**src/rtl/vc_rr_arbiter_pkg.sv**
```systemverilog
`default_nettype none
// ============================================================================
// Package : vc_rr_arbiter_pkg
// Desc    : shared defaults and FSM encodings for the VC read scheduler
// Rev     : 1.0  initial release
// ============================================================================
package vc_rr_arbiter_pkg;

    localparam int c_num_vc   = 4;
    localparam int c_bw       = 4;
    localparam int c_weight_w = 2;

    localparam logic [1:0] c_st_idle  = 2'd0;
    localparam logic [1:0] c_st_serve = 2'd1;
    localparam logic [1:0] c_st_pause = 2'd2;

endpackage
`default_nettype wire

```
**src/rtl/vc_rr_arbiter_rr_next_sel.sv**
```systemverilog
`default_nettype none
// ============================================================================
// Module : rr_next_sel
// Desc   : rotating-priority encoder, first set req bit at or after base
// Rev    : 1.0  initial release
// ============================================================================
module rr_next_sel
    import vc_rr_arbiter_pkg::*;
#(
    parameter int NUM_VC = c_num_vc,
    parameter int IDX_W  = $clog2(NUM_VC)
) (
    input  logic [NUM_VC-1:0] req,
    input  logic [IDX_W-1:0]  base,
    output logic [IDX_W-1:0]  idx,
    output logic              valid
);

    // Scan farthest offset first so the nearest requester wins; NUM_VC is a
    // power of two, so the index sum wraps naturally.
    always_comb begin
        idx   = '0;
        valid = 1'b0;
        for (int k = NUM_VC - 1; k >= 0; k--) begin
            if (req[base + IDX_W'(k)]) begin
                idx   = base + IDX_W'(k);
                valid = 1'b1;
            end
        end
    end

endmodule
`default_nettype wire

```
**src/rtl/vc_rr_arbiter.sv**
```systemverilog
`default_nettype none
// ============================================================================
// Module : vc_rr_arbiter
// Desc   : weighted round-robin reader of per-VC FIFOs into one egress FIFO
// Rev    : 1.0  initial release
// ============================================================================
module vc_rr_arbiter
    import vc_rr_arbiter_pkg::*;
#(
    parameter int NUM_VC   = c_num_vc,
    parameter int BW       = c_bw,
    parameter int WEIGHT_W = c_weight_w
) (
    input  logic                         clk,
    input  logic                         reset_L,
    input  logic [NUM_VC-1:0]            vc_empty,
    input  logic [NUM_VC*BW-1:0]         vc_data_out,
    output logic [NUM_VC-1:0]            vc_rd,
    input  logic [NUM_VC*WEIGHT_W-1:0]   cfg_weight,
    input  logic                         down_almost_full,
    input  logic                         down_full,
    output logic                         down_wr,
    output logic [BW-1:0]                down_data_in,
    output logic [$clog2(NUM_VC)-1:0]    active_vc,
    output logic                         error_output
);

    localparam int IDX_W = $clog2(NUM_VC);

    logic [1:0]          r_state;
    logic [IDX_W-1:0]    r_active_vc;
    logic [WEIGHT_W:0]   r_credit;
    logic [WEIGHT_W-1:0] r_weight;
    logic                r_down_wr;
    logic [IDX_W-1:0]    r_rd_vc;
    logic                r_error;

    logic                w_any_req;
    logic                w_rd_issue;
    logic                w_rotate;
    logic [IDX_W-1:0]    w_sel_base;
    logic [IDX_W-1:0]    w_sel_idx;
    logic                w_sel_valid;
    logic [WEIGHT_W-1:0] w_sel_weight;
    logic [WEIGHT_W:0]   w_credit_inc;

    assign w_any_req    = ~&vc_empty;
    assign w_rd_issue   = (r_state == c_st_serve) && !vc_empty[r_active_vc] && !down_almost_full;
    assign w_credit_inc = (&r_credit) ? r_credit : r_credit + (WEIGHT_W+1)'(1);
    // A turn ends after weight+1 reads, or immediately if the holder ran dry.
    assign w_rotate     = w_rd_issue ? (r_credit == {1'b0, r_weight}) : vc_empty[r_active_vc];
    assign w_sel_base   = (r_state == c_st_serve) ? r_active_vc + IDX_W'(1) : r_active_vc;
    assign w_sel_weight = cfg_weight[int'(w_sel_idx)*WEIGHT_W +: WEIGHT_W];

    rr_next_sel #(
        .NUM_VC (NUM_VC),
        .IDX_W  (IDX_W)
    ) u_next_sel (
        .req   (~vc_empty),
        .base  (w_sel_base),
        .idx   (w_sel_idx),
        .valid (w_sel_valid)
    );

    always_comb begin
        vc_rd = '0;
        if (w_rd_issue) vc_rd[r_active_vc] = 1'b1;
    end

    always_ff @(posedge clk or negedge reset_L) begin
        if (!reset_L) begin
            r_state     <= c_st_idle;
            r_active_vc <= '0;
            r_credit    <= '0;
            r_weight    <= '0;
            r_down_wr   <= 1'b0;
            r_rd_vc     <= '0;
            r_error     <= 1'b0;
        end else begin
            r_down_wr <= w_rd_issue;
            if (w_rd_issue) r_rd_vc <= r_active_vc;
            if (r_down_wr && down_full) r_error <= 1'b1;

            case (r_state)
                c_st_idle: begin
                    if (w_sel_valid) begin
                        r_state     <= c_st_serve;
                        r_active_vc <= w_sel_idx;
                        r_credit    <= '0;
                        r_weight    <= w_sel_weight;
                    end
                end
                c_st_serve: begin
                    if (down_almost_full) begin
                        r_state <= c_st_pause;
                    end else if (!w_any_req) begin
                        r_state <= c_st_idle;
                    end else if (w_rotate) begin
                        r_active_vc <= w_sel_idx;
                        r_credit    <= '0;
                        r_weight    <= w_sel_weight;
                    end else if (w_rd_issue) begin
                        r_credit <= w_credit_inc;
                    end
                end
                c_st_pause: begin
                    if (!down_almost_full) r_state <= w_any_req ? c_st_serve : c_st_idle;
                end
                default: r_state <= c_st_idle;
            endcase
        end
    end

    // The VC FIFO presents the popped word one cycle after its read strobe.
    assign down_wr      = r_down_wr;
    assign down_data_in = r_down_wr ? vc_data_out[int'(r_rd_vc)*BW +: BW] : '0;
    assign active_vc    = r_active_vc;
    assign error_output = r_error;

endmodule
`default_nettype wire

```
**config.mk**
```make
export PLATFORM = sky130hd
export DESIGN_NAME = vc_rr_arbiter
export DESIGN_NICKNAME = d
export VERILOG_FILES = /design/src/rtl/vc_rr_arbiter_pkg.sv /design/src/rtl/vc_rr_arbiter_rr_next_sel.sv /design/src/rtl/vc_rr_arbiter.sv
export SDC_FILE = /design/constraint.sdc
export NUM_CORES = 1
export LEC_CHECK = 0
export CAP_MARGIN = 20
export CORE_ASPECT_RATIO = 0.9
export CORE_UTILIZATION = 42
export DETAILED_ROUTE_END_ITERATION = 8
export GPL_ROUTABILITY_DRIVEN = 1
export GPL_TIMING_DRIVEN = 0
export PLACE_DENSITY = 0.76
export SETUP_SLACK_MARGIN = 0.1
export SYNTH_ARGS = -nofsm -noshare
export SYNTH_HDL_FRONTEND = slang
export SYNTH_SLANG_ARGS = --single-unit
```
**constraint.sdc**
```tcl
create_clock -name clk -period 2.8 [get_ports clk]
set_clock_uncertainty 0.1 [all_clocks]
set_input_delay 0.7 -clock clk [delete_from_list [all_inputs] [get_ports clk]]
set_output_delay 0.7 -clock clk [all_outputs]
set_load 0.02 [all_outputs]
```
[Word-level counts from Yosys, hierarchy flattened]
Index checks and enable logic that the tools add are counted.
Word-level totals
  logic and storage cells: 92
  register bits: 13
  input bits: 32
Operators by class
  reduce and logical (&&, ||, !) cells: 13
  shift operators: 2
  muxes and demuxes: 47
  bitwise operators: 1
  add/sub/neg operators: 5
  $lt $le $gt $ge: 6
  eq/ne operators: 11
Operators by type and width (number)
  $mux W2: 17
  $mux W3: 6
  $shiftx A16 B5 Y4: 1
  $lt A2 B3 Y1 const B: 5
  $mux W1: 12
  $bmux W1 S2: 5
  $ne A3 B3 Y1 const B: 3
  $mux W4: 2
  $ne A2 B2 Y1 const B: 4
  $pmux W2 S2: 2
  $shiftx A8 B4 Y2: 1
  $pmux W2 S3: 1
  $pmux W3 S2: 1
  $reduce_and A3 Y1: 2
  $reduce_and A6 Y1: 1
  $reduce_and A5 Y1: 1
  $add A2 B1 Y2 const B: 2
  $add A2 B2 Y2 const B: 2
  $logic_and A1 B1 Y1: 4
  $not A4 Y4: 1
  $reduce_and A4 Y1: 1
  $add A3 B1 Y3 const B: 1
  $eq A3 B2 Y1: 1
  $demux W1 S2: 1
  other kinds (7): 8

[Logic depth before layout (Yosys ltp)]
Gate-level depths: netlist of the first run.
  depth in word-level cells: 14
  depth in mapped cells: 8
  mapped depth without buffers: 7

[Hierarchy]
Synthesis of the first run repeated with hierarchy kept, for this count alone.
Unflattened totals
  cells, all modules: 85
  area total of the unflattened synthesis: 1008.5 um^2
By module, submodules not included
  vc_rr_arbiter: times used 1, cells an instance 72, area an instance 930.9 um^2, seq. area each 325.3 um^2
  rr_next_sel: times used 1, cells an instance 13, area an instance 77.6 um^2, seq. area each 0.0 um^2

[Least setup slack after synthesis of the first run]
OpenSTA, ideal clock, no wires.
  kind: flip-flop to output port
  from: reg r_active_vc[1], in the netlist active_vc[1]
  to: out vc_rd[0]
  stages on the path, launching flop included: 6
  setup slack: 279 ps
  data arrival time: 1721 ps
  cell sequence: dfrtp_1 > buf_4 > mux4_2 > nand2b_4 > nor2_2 > and2_1
Between the ends
  cells in the longest elaborated chain, start to end: 6
  elaborated cells between the ends (all ways): 11
Ends and longest elaborated chain
  start, declared: RTL line vc_rr_arbiter.sv:31  | logic [IDX_W-1:0] r_active_vc;
  start signal, assigned: RTL line vc_rr_arbiter.sv:88  | r_active_vc <= w_sel_idx;
  start signal, assigned: RTL line vc_rr_arbiter.sv:99  | r_active_vc <= w_sel_idx;
  $bmux W1 S2: RTL line vc_rr_arbiter.sv:48  | assign w_rd_issue = (r_state == c_st_serve) && !vc_empty[r_active_vc] && !down_almost_full;
  $mux W1 (implied by the code): RTL line vc_rr_arbiter.sv:48
  $logic_not A1 Y1: RTL line vc_rr_arbiter.sv:48
  $logic_and A1 B1 Y1 (2 in a row): RTL line vc_rr_arbiter.sv:48
  via w_rd_issue: RTL line vc_rr_arbiter.sv:39  | logic w_rd_issue;
  $mux W4: RTL line vc_rr_arbiter.sv:67  | if (w_rd_issue) vc_rd[r_active_vc] = 1'b1;
  end, declared: RTL line vc_rr_arbiter.sv:18  | output logic [NUM_VC-1:0] vc_rd,
The timed path passes the listed nets, and every way through them passes these cells. The select of a mux whose other input is x is not followed.

[Final worst setup path of the first run]
  from: in vc_empty[3]
  to: out vc_rd[1]
Between the ends
  cells in the longest elaborated chain, start to end: 6
Ends and longest elaborated chain
  start, declared: RTL line vc_rr_arbiter.sv:16  | input logic [NUM_VC-1:0] vc_empty,
  $bmux W1 S2: RTL line vc_rr_arbiter.sv:48
  $mux W1 (implied by the code): RTL line vc_rr_arbiter.sv:48
  $logic_not A1 Y1: RTL line vc_rr_arbiter.sv:48
  $logic_and A1 B1 Y1 (2 in a row): RTL line vc_rr_arbiter.sv:48
  via w_rd_issue: RTL line vc_rr_arbiter.sv:39
  $mux W4: RTL line vc_rr_arbiter.sv:67
The timed path passes the listed nets, and every way through them passes these cells. The select of a mux whose other input is x is not followed.

==> results.json, run 1 <==
{
  "maxSlewHeadroom_pct": 61.8,
  "diodes": 0,
  "status": "finished clean",
  "pwr-share-seq_pct": 27.3,
  "grt_max_degree": 14,
  "final.setup.tns_ps": 0,
  "cp.arrival_ps": 1890,
  "timing.critical_path.cells": "buf_4, mux4_2, nand2b_4, nor2_4, and2_4, buf_6",
  "drtIter0Drc": 11,
  "synth_cell_types": 40,
  "ant_nets": 0,
  "syn-cell-area_mm2": 0.00104,
  "p_comb_share_pct": 63.5,
  "synth_area_leaders": "dfrtp_1 31%, mux4_2 11%, ha_1 7.2%",
  "grt_first_pass_wirelength_um": 4060,
  "vdd_drop_max_mv": 0.494,
  "grt-ovfl-total": 0,
  "yosysSeqAreaShare_pct": 31.1,
  "holdWs_ps": 377,
  "coreArea_mm2": 0.00226,
  "pwr-share-clk_pct": 9.2,
  "cp-end-kind": "output pin",
  "wl_per_cell_um": 14.2,
  "cts_buffer_depth": 2,
  "startpoint": "vc_empty[3]",
  "timing.fmax_mhz": 372,
  "grt_pass1_vias": 936,
  "fillers": 188,
  "synth-seq-cells": 13,
  "p_int_uw": 741,
  "power.leakage_uw": 0.000765,
  "r2r_end": "r_weight[1]$_DFFE_PN0P_",
  "synthCells": 96,
  "worst_slew_pin_slew_ps": 572,
  "wl_um": 2520,
  "crit_buf_inv": 2,
  "critical-path-max-stage-delay_ps": 470,
  "clk_transition_reported_paths_ps": 70,
  "switching_share_pct": 38.8,
  "cp-start-kind": "input port",
  "crit_end": "vc_rd[1]",
  "drc": 0,
  "ctsRootBufferMaster": "clkbuf_4",
  "cts_max_level": 1,
  "antenna_found_initial": 0,
  "slowest_stage": "mux4_2",
  "hold_path_class": "flip-flop to flip-flop",
  "crit_family": "simple AND/OR/NAND/NOR gates",
  "fp.dieW_um": 54.6,
  "syn-num-nets": 134,
  "cp_max_fo": 6,
  "powerDensity_mw_per_mm2": 749,
  "die_area_mm2": 0.00269,
  "port_buffers": 43,
  "drive_above_1_share_pct": 32.7,
  "ys_warn_count": 0,
  "post-route-min-period_ps": 2690,
  "slew_viol_final": 0,
  "worstReg2RegStart": "active_vc[0]$_DFFE_PN0P_",
  "fp-row-count": 16,
  "dr.pass1.iters": 4,
  "fin_cells": 177,
  "routabilityCongestion": 0.716,
  "rrSetupSlack_ps": 270,
  "routed_via_density": 5.42,
  "hold_violations": 0,
  "via_count": 959,
  "reg2reg_depth": 8,
  "syn_to_final_growth_pct": 54.7,
  "regArea_um2": 325,
  "synth_top_area_share_pct": 31.1,
  "insertion_delay_ps": 270,
  "fp.dieH_um": 49.3,
  "crit_required_ps": 2000,
  "worstSetupPathDepth": 6,
  "setup_viol": 0,
  "dpl.cell_count": 166,
  "rsz0062_at_grt": "true",
  "num_io_pins": 44,
  "maxCapViolCount": 0,
  "cts_buffers": 3,
  "period_share_pct": 95.9,
  "tritoncts": "done",
  "synth_top_area_cell": "dfrtp_1",
  "multi_input_area_um2": 711,
  "cts.sinks": 13,
  "hpwl_um": 2010,
  "avgSynthCellArea_um2": 10.9,
  "initial_core_util_pct": 46.2,
  "fin_nets": 189,
  "power_switching_uw": 470,
  "path_class": "input port to output pin",
  "grt_use_total_pct": 21.0
}
## worst min-delay path by stage
stage / from / endpoint / cells past startpoint
after global placement: error_output$_DFFE_PN0P_ / error_output$_DFFE_PN0P_ / 1
after global routing: error_output$_DFFE_PN0P_ / error_output$_DFFE_PN0P_ / 1
after floorplan: reset_L / active_vc[0]$_DFFE_PN0P_ / 0
after CTS: error_output$_DFFE_PN0P_ / error_output$_DFFE_PN0P_ / 1
after detailed placement: error_output$_DFFE_PN0P_ / error_output$_DFFE_PN0P_ / 1
final: error_output$_DFFE_PN0P_ / error_output$_DFFE_PN0P_ / 1
## worst reg2reg max path, stage by stage (launching register included)
cell      delay [ps]
dfrtp_1          470
clkbuf_2         270
inv_1             90
ha_1             390
o21ai_0          120
a221o_1          300
a211o_1          250
or2_4            250
o221ai_2         190
## registers in the layout, summed over array words and instances (netlist names)
register      cells
r_credit          3
error_output      1
down_wr           1
r_rd_vc           2
active_vc         2
r_state           2
r_weight          2
## logic make-up (layout without fill, tap and decap cells)
family          Yosys count  after routing  share of synthesized area (%)
fa+ha+maj                 7              7                           8.14
xor+xnor                  2              2                           1.68
flops                    13             13                           31.1
compound gates           19             19                           14.1
mux                      15             15                           20.7
simple gates             34             34                           21.0
buf+inv                   6             60                           3.23
## placed cells by master, fill, tap and decap left out, drive strengths merged
| master | netlist | routed |
|---|---|---|
| a2111oi | 1 | 1 |
| a211o | 2 | 2 |
| a211oi | 1 | 1 |
| a21o | 2 | 2 |
| a21oi | 3 | 3 |
| a221o | 1 | 1 |
| a22o | 2 | 2 |
| and2 | 8 | 8 |
| and4 | 1 | 1 |
| buf | 2 | 21 |
| clkbuf | 1 | 5 |
| clkdlybuf4s50 | 0 | 28 |
| dfrtp | 13 | 13 |
| dlymetal6s2s | 0 | 3 |
| ha | 6 | 6 |
| inv | 3 | 3 |
| maj3 | 1 | 1 |
| mux2 | 3 | 3 |
| mux2i | 7 | 7 |
| mux4 | 5 | 5 |
| nand2 | 7 | 7 |
| nand2b | 1 | 1 |
| nand3 | 2 | 2 |
| nand3b | 1 | 1 |
| nor2 | 4 | 4 |
| nor2b | 5 | 5 |
| nor3 | 1 | 1 |
| nor3b | 1 | 1 |
| o21a | 1 | 1 |
| o21ai | 3 | 3 |
| o221ai | 2 | 2 |
| o22ai | 1 | 1 |
| or2 | 2 | 2 |
| or3 | 1 | 1 |
| xnor2 | 1 | 1 |
| xor2 | 1 | 1 |
## Yosys cell counts
cell type  number
ha_1            6
or2_1           1
mux2_2          3
nand3_1         2
inv_1           3
nor3_1          1
a211o_1         2
o221ai_1        1
a22o_1          2
or3_1           1
a2111oi_0       1
a21oi_1         2
nor2b_1         3
dfrtp_1        13
or2_4           1
xor2_1          1
nor3b_2         1
clkbuf_1        1
nor2_2          1
o21ai_0         3
o22ai_1         1
o21a_1          1
mux2i_1         7
xnor2_1         1
buf_6           1
a211oi_1        1
a221o_1         1
o221ai_2        1
a21o_1          2
a21oi_2         1
nand2b_4        1
mux4_2          5
nor2_1          3
buf_4           1
and2_1          8
nand3b_1        1
and4_1          1
maj3_1          1
nor2b_4         2
nand2_1         7
## layout make-up
cell class	instances	share of cell area (%)
Timing Repair Buffer	50	29.8
Clock buffer	4	1.63
Buffer	3	1.70
Inverter	3	0.697
Tap cell	27	2.09
Multi-Input combinational cell	77	44.0
Sequential cell	13	20.1
## what timing repair did
item,CTS,global route
resized for setup,65,15
pin swaps,6,5
hold buffers,0,0
setup endpoints to repair,8,11
buffers inserted,3,4
## per-layer routing
layer  global-route usage [%]  up-vias  part of all wire [%]
met2                     39.4       47                    52
met3                     5.61        4                   9.8
met1                     22.6      446                    38
met4                     3.85        0                  0.52
li1                         -      462                     -
met5                        0        -                     0
## per-stage QoR
step	cell area, um2	power, uW	util [%]	setup slack (ps)
global placement	1510	996	66.7	-867
finish	1620	1210	71.5	115
floorplan	1040	806	-	279
global route	1620	1320	71.5	65.0
CTS	1550	1170	68.4	84.4
detailed placement	1510	1020	66.7	-904
## power groups by stage
stage,Clock [uW],Sequential [uW],Combinational [uW]
after floorplan,0,343,463
after global placement,0,332,664
after detailed placement,0,337,687
after CTS,117,331,724
after global routing,127,344,845
final,111,331,769
(Power assumes the default switching activity.)
==> run 2: changes to the inputs <==
--- a/config.mk
+++ b/config.mk
@@ -16,3 +16,4 @@
 export SYNTH_ARGS = -nofsm -noshare
 export SYNTH_HDL_FRONTEND = slang
 export SYNTH_SLANG_ARGS = --single-unit
+export TNS_END_PERCENT = 10
==> results.json, run 2 (synthesis gave the netlist of run 1 again) <==
{
  "tritoncts": "done",
  "worst_slew_pin_slew_ps": 580,
  "fin_nets": 185,
  "cts_buffer_depth": 2,
  "powerDensity_mw_per_mm2": 742,
  "pwr-share-seq_pct": 28.5,
  "maxCapViolCount": 0,
  "layout_common_cells": "28 x clkdlybuf4s50_1, 13 x dfrtp_1, 8 x buf_6",
  "ant_nets": 0,
  "p_comb_share_pct": 62.0,
  "antenna_found_initial": 0,
  "rrSetupSlack_ps": 310,
  "fp.dieW_um": 54.6,
  "grt_use_total_pct": 20.9,
  "crit_buf_inv": 2,
  "drc": 0,
  "cts_buffers": 3,
  "fp-row-count": 16,
  "holdWs_ps": 376,
  "fin_area_mm2": 0.00157,
  "power.leakage_uw": 0.000738,
  "reg2reg_depth": 8,
  "hold_path_class": "flip-flop to flip-flop",
  "worstReg2RegStart": "active_vc[0]$_DFFE_PN0P_",
  "cp.arrival_ps": 1880,
  "p_int_uw": 707,
  "min_path_cells": 1,
  "cts_hold_buf": 0,
  "period_share_pct": 95.7,
  "wl_um": 2450,
  "timing.critical_path.cells": "clkdlybuf4s50_1, mux4_2, and2_4, buf_4",
  "setup_viol": 0,
  "final.setup.tns_ps": 0,
  "slew_viol_final": 0,
  "final_common_cell": "clkdlybuf4s50_1",
  "startpoint": "vc_data_out[7]",
  "post-route-min-period_ps": 2680,
  "fillers": 193,
  "placed_area_mm2": 0.00151,
  "grt_first_pass_wirelength_um": 4020,
  "cp-start-kind": "input port",
  "r2r_end": "r_weight[1]$_DFFE_PN0P_",
  "path_class": "input port to output pin",
  "worstSetupPathDepth": 4,
  "switching_share_pct": 39.3,
  "crit_end": "down_data_in[3]",
  "cts_max_level": 1,
  "ctsRootBufferMaster": "clkbuf_4",
  "port_buffers": 43,
  "maxSlewHeadroom_pct": 61.2,
  "grt-ovfl-total": 0,
  "die_area_mm2": 0.00269,
  "largest-register": "r_credit",
  "pwr-share-clk_pct": 9.6,
  "dpl.cell_count": 166,
  "routed_via_density": 5.36,
  "drive_above_1_share_pct": 28.8,
  "num_io_pins": 44,
  "fp.dieH_um": 49.3,
  "crit_required_ps": 2000,
  "hpwl_um": 2010,
  "dr.pass1.iters": 4,
  "routabilityCongestion": 0.716,
  "diodes": 0,
  "crit_family": "buffers and inverters",
  "wl_per_cell_um": 14.2,
  "fin_cells": 173,
  "rsz0062_at_grt": "true",
  "clk_transition_reported_paths_ps": 70,
  "grt_pass1_vias": 919,
  "cp-end-kind": "output pin",
  "status": "finished clean",
  "slowest_stage": "mux4_2",
  "drtIter0Drc": 8,
  "critical-path-max-stage-delay_ps": 470,
  "cts.sinks": 13,
  "grt_max_degree": 14,
  "syn_to_final_growth_pct": 50.3,
  "power_switching_uw": 458,
  "vdd_drop_max_mv": 0.440,
  "initial_core_util_pct": 46.2,
  "insertion_delay_ps": 270,
  "timing.fmax_mhz": 373,
  "largest_reg_flops": 3,
  "coreArea_mm2": 0.00226,
  "cp_max_fo": 1,
  "via_count": 927,
  "hold_violations": 0
}
run 2: cell types whose count changed in the layout (fill, tap and decap cells not counted), sizes merged:
cell / before / now
buf: 21 / 17
run 2: how the worst min path moves through the flow:
stage	start	slack (ps)	endpoint
floorplan	reset_L	300	active_vc[0]$_DFFE_PN0P_
global placement	error_output$_DFFE_PN0P_	340	error_output$_DFFE_PN0P_
detailed placement	error_output$_DFFE_PN0P_	370	error_output$_DFFE_PN0P_
CTS	error_output$_DFFE_PN0P_	390	error_output$_DFFE_PN0P_
global route	error_output$_DFFE_PN0P_	400	error_output$_DFFE_PN0P_
finish	error_output$_DFFE_PN0P_	380	error_output$_DFFE_PN0P_
run 2: what timing repair did:
item / in CTS / in global routing
buffers inserted: 2 / 1
endpoints found under the hold margin: 0 / 0
gates resized for setup: 53 / 21
pin swaps: 2 / 5
endpoints found under the setup margin: 8 / 11
run 2: stage by stage:
step           power (uW)  utilization, %  setup WS, ps
5_1_grt              1270            69.4          15.2
6_report             1170            69.4           121
2_1_floorplan         806               -           279
3_3_place_gp          996            66.7          -867
4_1_cts              1150            66.9          14.8
3_5_place_dp         1020            66.7          -904
run 2: metal layers:
metal	vias up	share of wire [%]	track usage [%]
met5	-	0	0
met4	0	0.53	3.85
met3	4	9.5	5.61
met2	41	52	39.0
met1	427	38	22.4
li1	455	-	-
run 2: layout make-up:
type                            count  area, um2  area share [%]
Tap cell                           27       33.8            2.15
Clock buffer                        4       26.3            1.67
Inverter                            3       11.3           0.717
Sequential cell                    13        325            20.7
Multi-Input combinational cell     77        703            44.8
Timing Repair Buffer               46        443            28.2
Buffer                              3       27.5            1.75
run 2: power groups by stage:
stage	Combinational, uW	Sequential (uW)	Clock (uW)
4_1_cts	695	333	117
3_5_place_dp	687	337	0
6_report	722	332	111
3_3_place_gp	664	332	0
2_1_floorplan	463	343	0
5_1_grt	797	345	127
==> run 3: changes to the inputs <==
--- a/config.mk
+++ b/config.mk
@@ -7,11 +7,13 @@
 export LEC_CHECK = 0
 export CAP_MARGIN = 20
 export CORE_ASPECT_RATIO = 0.9
-export CORE_UTILIZATION = 42
+export CORE_UTILIZATION = 44
+export CTS_BUF_LIST = sky130_fd_sc_hd__clkbuf_8
+export CTS_CLUSTER_DIAMETER = 50
 export DETAILED_ROUTE_END_ITERATION = 8
 export GPL_ROUTABILITY_DRIVEN = 1
 export GPL_TIMING_DRIVEN = 0
-export PLACE_DENSITY = 0.76
+export PLACE_DENSITY = 0.79
 export SETUP_SLACK_MARGIN = 0.1
 export SYNTH_ARGS = -nofsm -noshare
 export SYNTH_HDL_FRONTEND = slang
==> results.json, run 3 (synthesis gave the netlist of run 1 again) <==
{
  "grt_first_pass_wirelength_um": 3730,
  "syn_to_final_growth_pct": 51.7,
  "rsz0062_at_grt": "true",
  "multi_input_area_um2": 711,
  "grt_pass1_vias": 853,
  "routabilityCongestion": 0.746,
  "holdWs_ps": 352,
  "fp-row-count": 16,
  "crit_family": "simple AND/OR/NAND/NOR gates",
  "wl_um": 2440,
  "cp-end-kind": "output pin",
  "timing.critical_path.cells": "buf_2, mux4_2, nand2b_4, nor2_4, and2_4, buf_6",
  "cts_max_level": 1,
  "drc": 0,
  "status": "finished clean",
  "powerDensity_mw_per_mm2": 760,
  "fin_util_pct": 72.0,
  "maxSlewHeadroom_pct": 62.7,
  "crit_buf_inv": 2,
  "post-route-min-period_ps": 2720,
  "grt_max_degree": 14,
  "drive_above_1_share_pct": 29.9,
  "path_class": "input port to output pin",
  "period_share_pct": 97.2,
  "final_common_cell": "clkdlybuf4s50_1",
  "routed_via_density": 5.27,
  "critical-path-max-stage-delay_ps": 460,
  "diodes": 0,
  "placed_area_mm2": 0.00151,
  "slowest_stage": "mux4_2",
  "fp.dieW_um": 53.4,
  "layout_common_cells": "28 x clkdlybuf4s50_1, 13 x dfrtp_1, 9 x buf_6",
  "insertion_delay_ps": 230,
  "cp_max_fo": 7,
  "fp.dieH_um": 48.2,
  "cp.arrival_ps": 1920,
  "cts_buffers": 3,
  "vdd_drop_max_mv": 0.539,
  "worst_slew_pin_slew_ps": 558,
  "num_io_pins": 44,
  "fin_nets": 183,
  "largest-register": "r_credit",
  "crit_required_ps": 2000,
  "setup_viol": 0,
  "slew_viol_final": 0,
  "antenna_found_initial": 0,
  "dr.pass1.iters": 4,
  "maxCapViolCount": 0,
  "timing.fmax_mhz": 368,
  "cts.sinks": 13,
  "tritoncts": "done",
  "initial_core_util_pct": 47.4,
  "ctsRootBufferMaster": "clkbuf_8",
  "cp-start-kind": "input port",
  "cts_hold_buf": 0,
  "regArea_um2": 325,
  "largest_reg_flops": 3,
  "power.leakage_uw": 0.000744,
  "fin_area_mm2": 0.00159,
  "hold_violations": 0,
  "grt-ovfl-total": 0,
  "port_buffers": 43,
  "cts_buffer_depth": 2,
  "grt_use_total_pct": 20.5,
  "drtIter0Drc": 11,
  "via_count": 901,
  "ant_nets": 0,
  "hold_path_class": "flip-flop to flip-flop",
  "coreArea_mm2": 0.00220,
  "clk_transition_reported_paths_ps": 50,
  "wl_per_cell_um": 14.3,
  "fillers": 165,
  "die_area_mm2": 0.00257,
  "hpwl_um": 1980
}
[run 3: cell types whose count changed in the layout (fill, tap and decap cells not counted)]
cell,previous run,this run
buf_6,8,9
clkbuf_1,1,0
clkbuf_4,3,0
clkbuf_8,0,3
and2_4,5,8
inv_1,3,4
buf_4,5,2
and2_1,3,0
[run 3: final cells by class]
| class | instances | area share, % |
|---|---|---|
| Tap cell | 27 | 2.13 |
| Inverter | 3 | 0.710 |
| Multi-Input combinational cell | 77 | 44.8 |
| Sequential cell | 13 | 20.5 |
| Timing Repair Buffer | 44 | 27.2 |
| Clock inverter | 1 | 0.237 |
| Buffer | 3 | 1.74 |
| Clock buffer | 3 | 2.60 |
[run 3: final timing paths]
kind | from | to | slack, ps | depth (start not counted)
worst min-delay path | error_output$_DFFE_PN0P_ | error_output$_DFFE_PN0P_ | 350 | 1
min in group asynchronous | reset_L | r_credit[0]$_DFFE_PN0P_ | 730 | 1
worst max register to register | active_vc[0]$_DFFE_PN0P_ | r_weight[1]$_DFFE_PN0P_ | 340 | 8
worst min register to register | error_output$_DFFE_PN0P_ | error_output$_DFFE_PN0P_ | 350 | 1
max in group asynchronous | reset_L | r_rd_vc[0]$_DFFE_PN0P_ | 1510 | 1
worst max-delay path | vc_empty[1] | vc_rd[2] | 80 | 6
[run 3: routing by layer]
layer	share of wire (%)	global-route usage, %	wire (um)	up-vias
li1	-	-	-	450
met1	41	23.2	993	409
met2	49	40.0	1190	38
met3	9.7	4.98	236	4
met4	0.98	3.16	24	0
met5	0	0	0	-
[run 3: repair_timing]
item                       in CTS  in global routing
pin swaps                       5                  2
setup buffers                   1                  0
setup endpoints to repair       8                 11
resized for setup              59                 19
[run 3: report_power, final]
part | leakage, uW | internal, uW | switching, uW
Combinational | 0.000554 | 395 | 318
Clock | 0.0000269 | 96.5 | 61.5
Sequential | 0.000163 | 252 | 80.9
[run 3: stage by stage]
stage	TNS (ps)	setup WS [ps]	power [uW]	instances
after floorplan	0	279	806	96
after global placement	-4440	-864	994	166
after detailed placement	-4610	-886	1010	166
after CTS	0	23.2	1190	171
after global routing	-77.7	-21.7	1310	171
final	0	79.3	1200	171
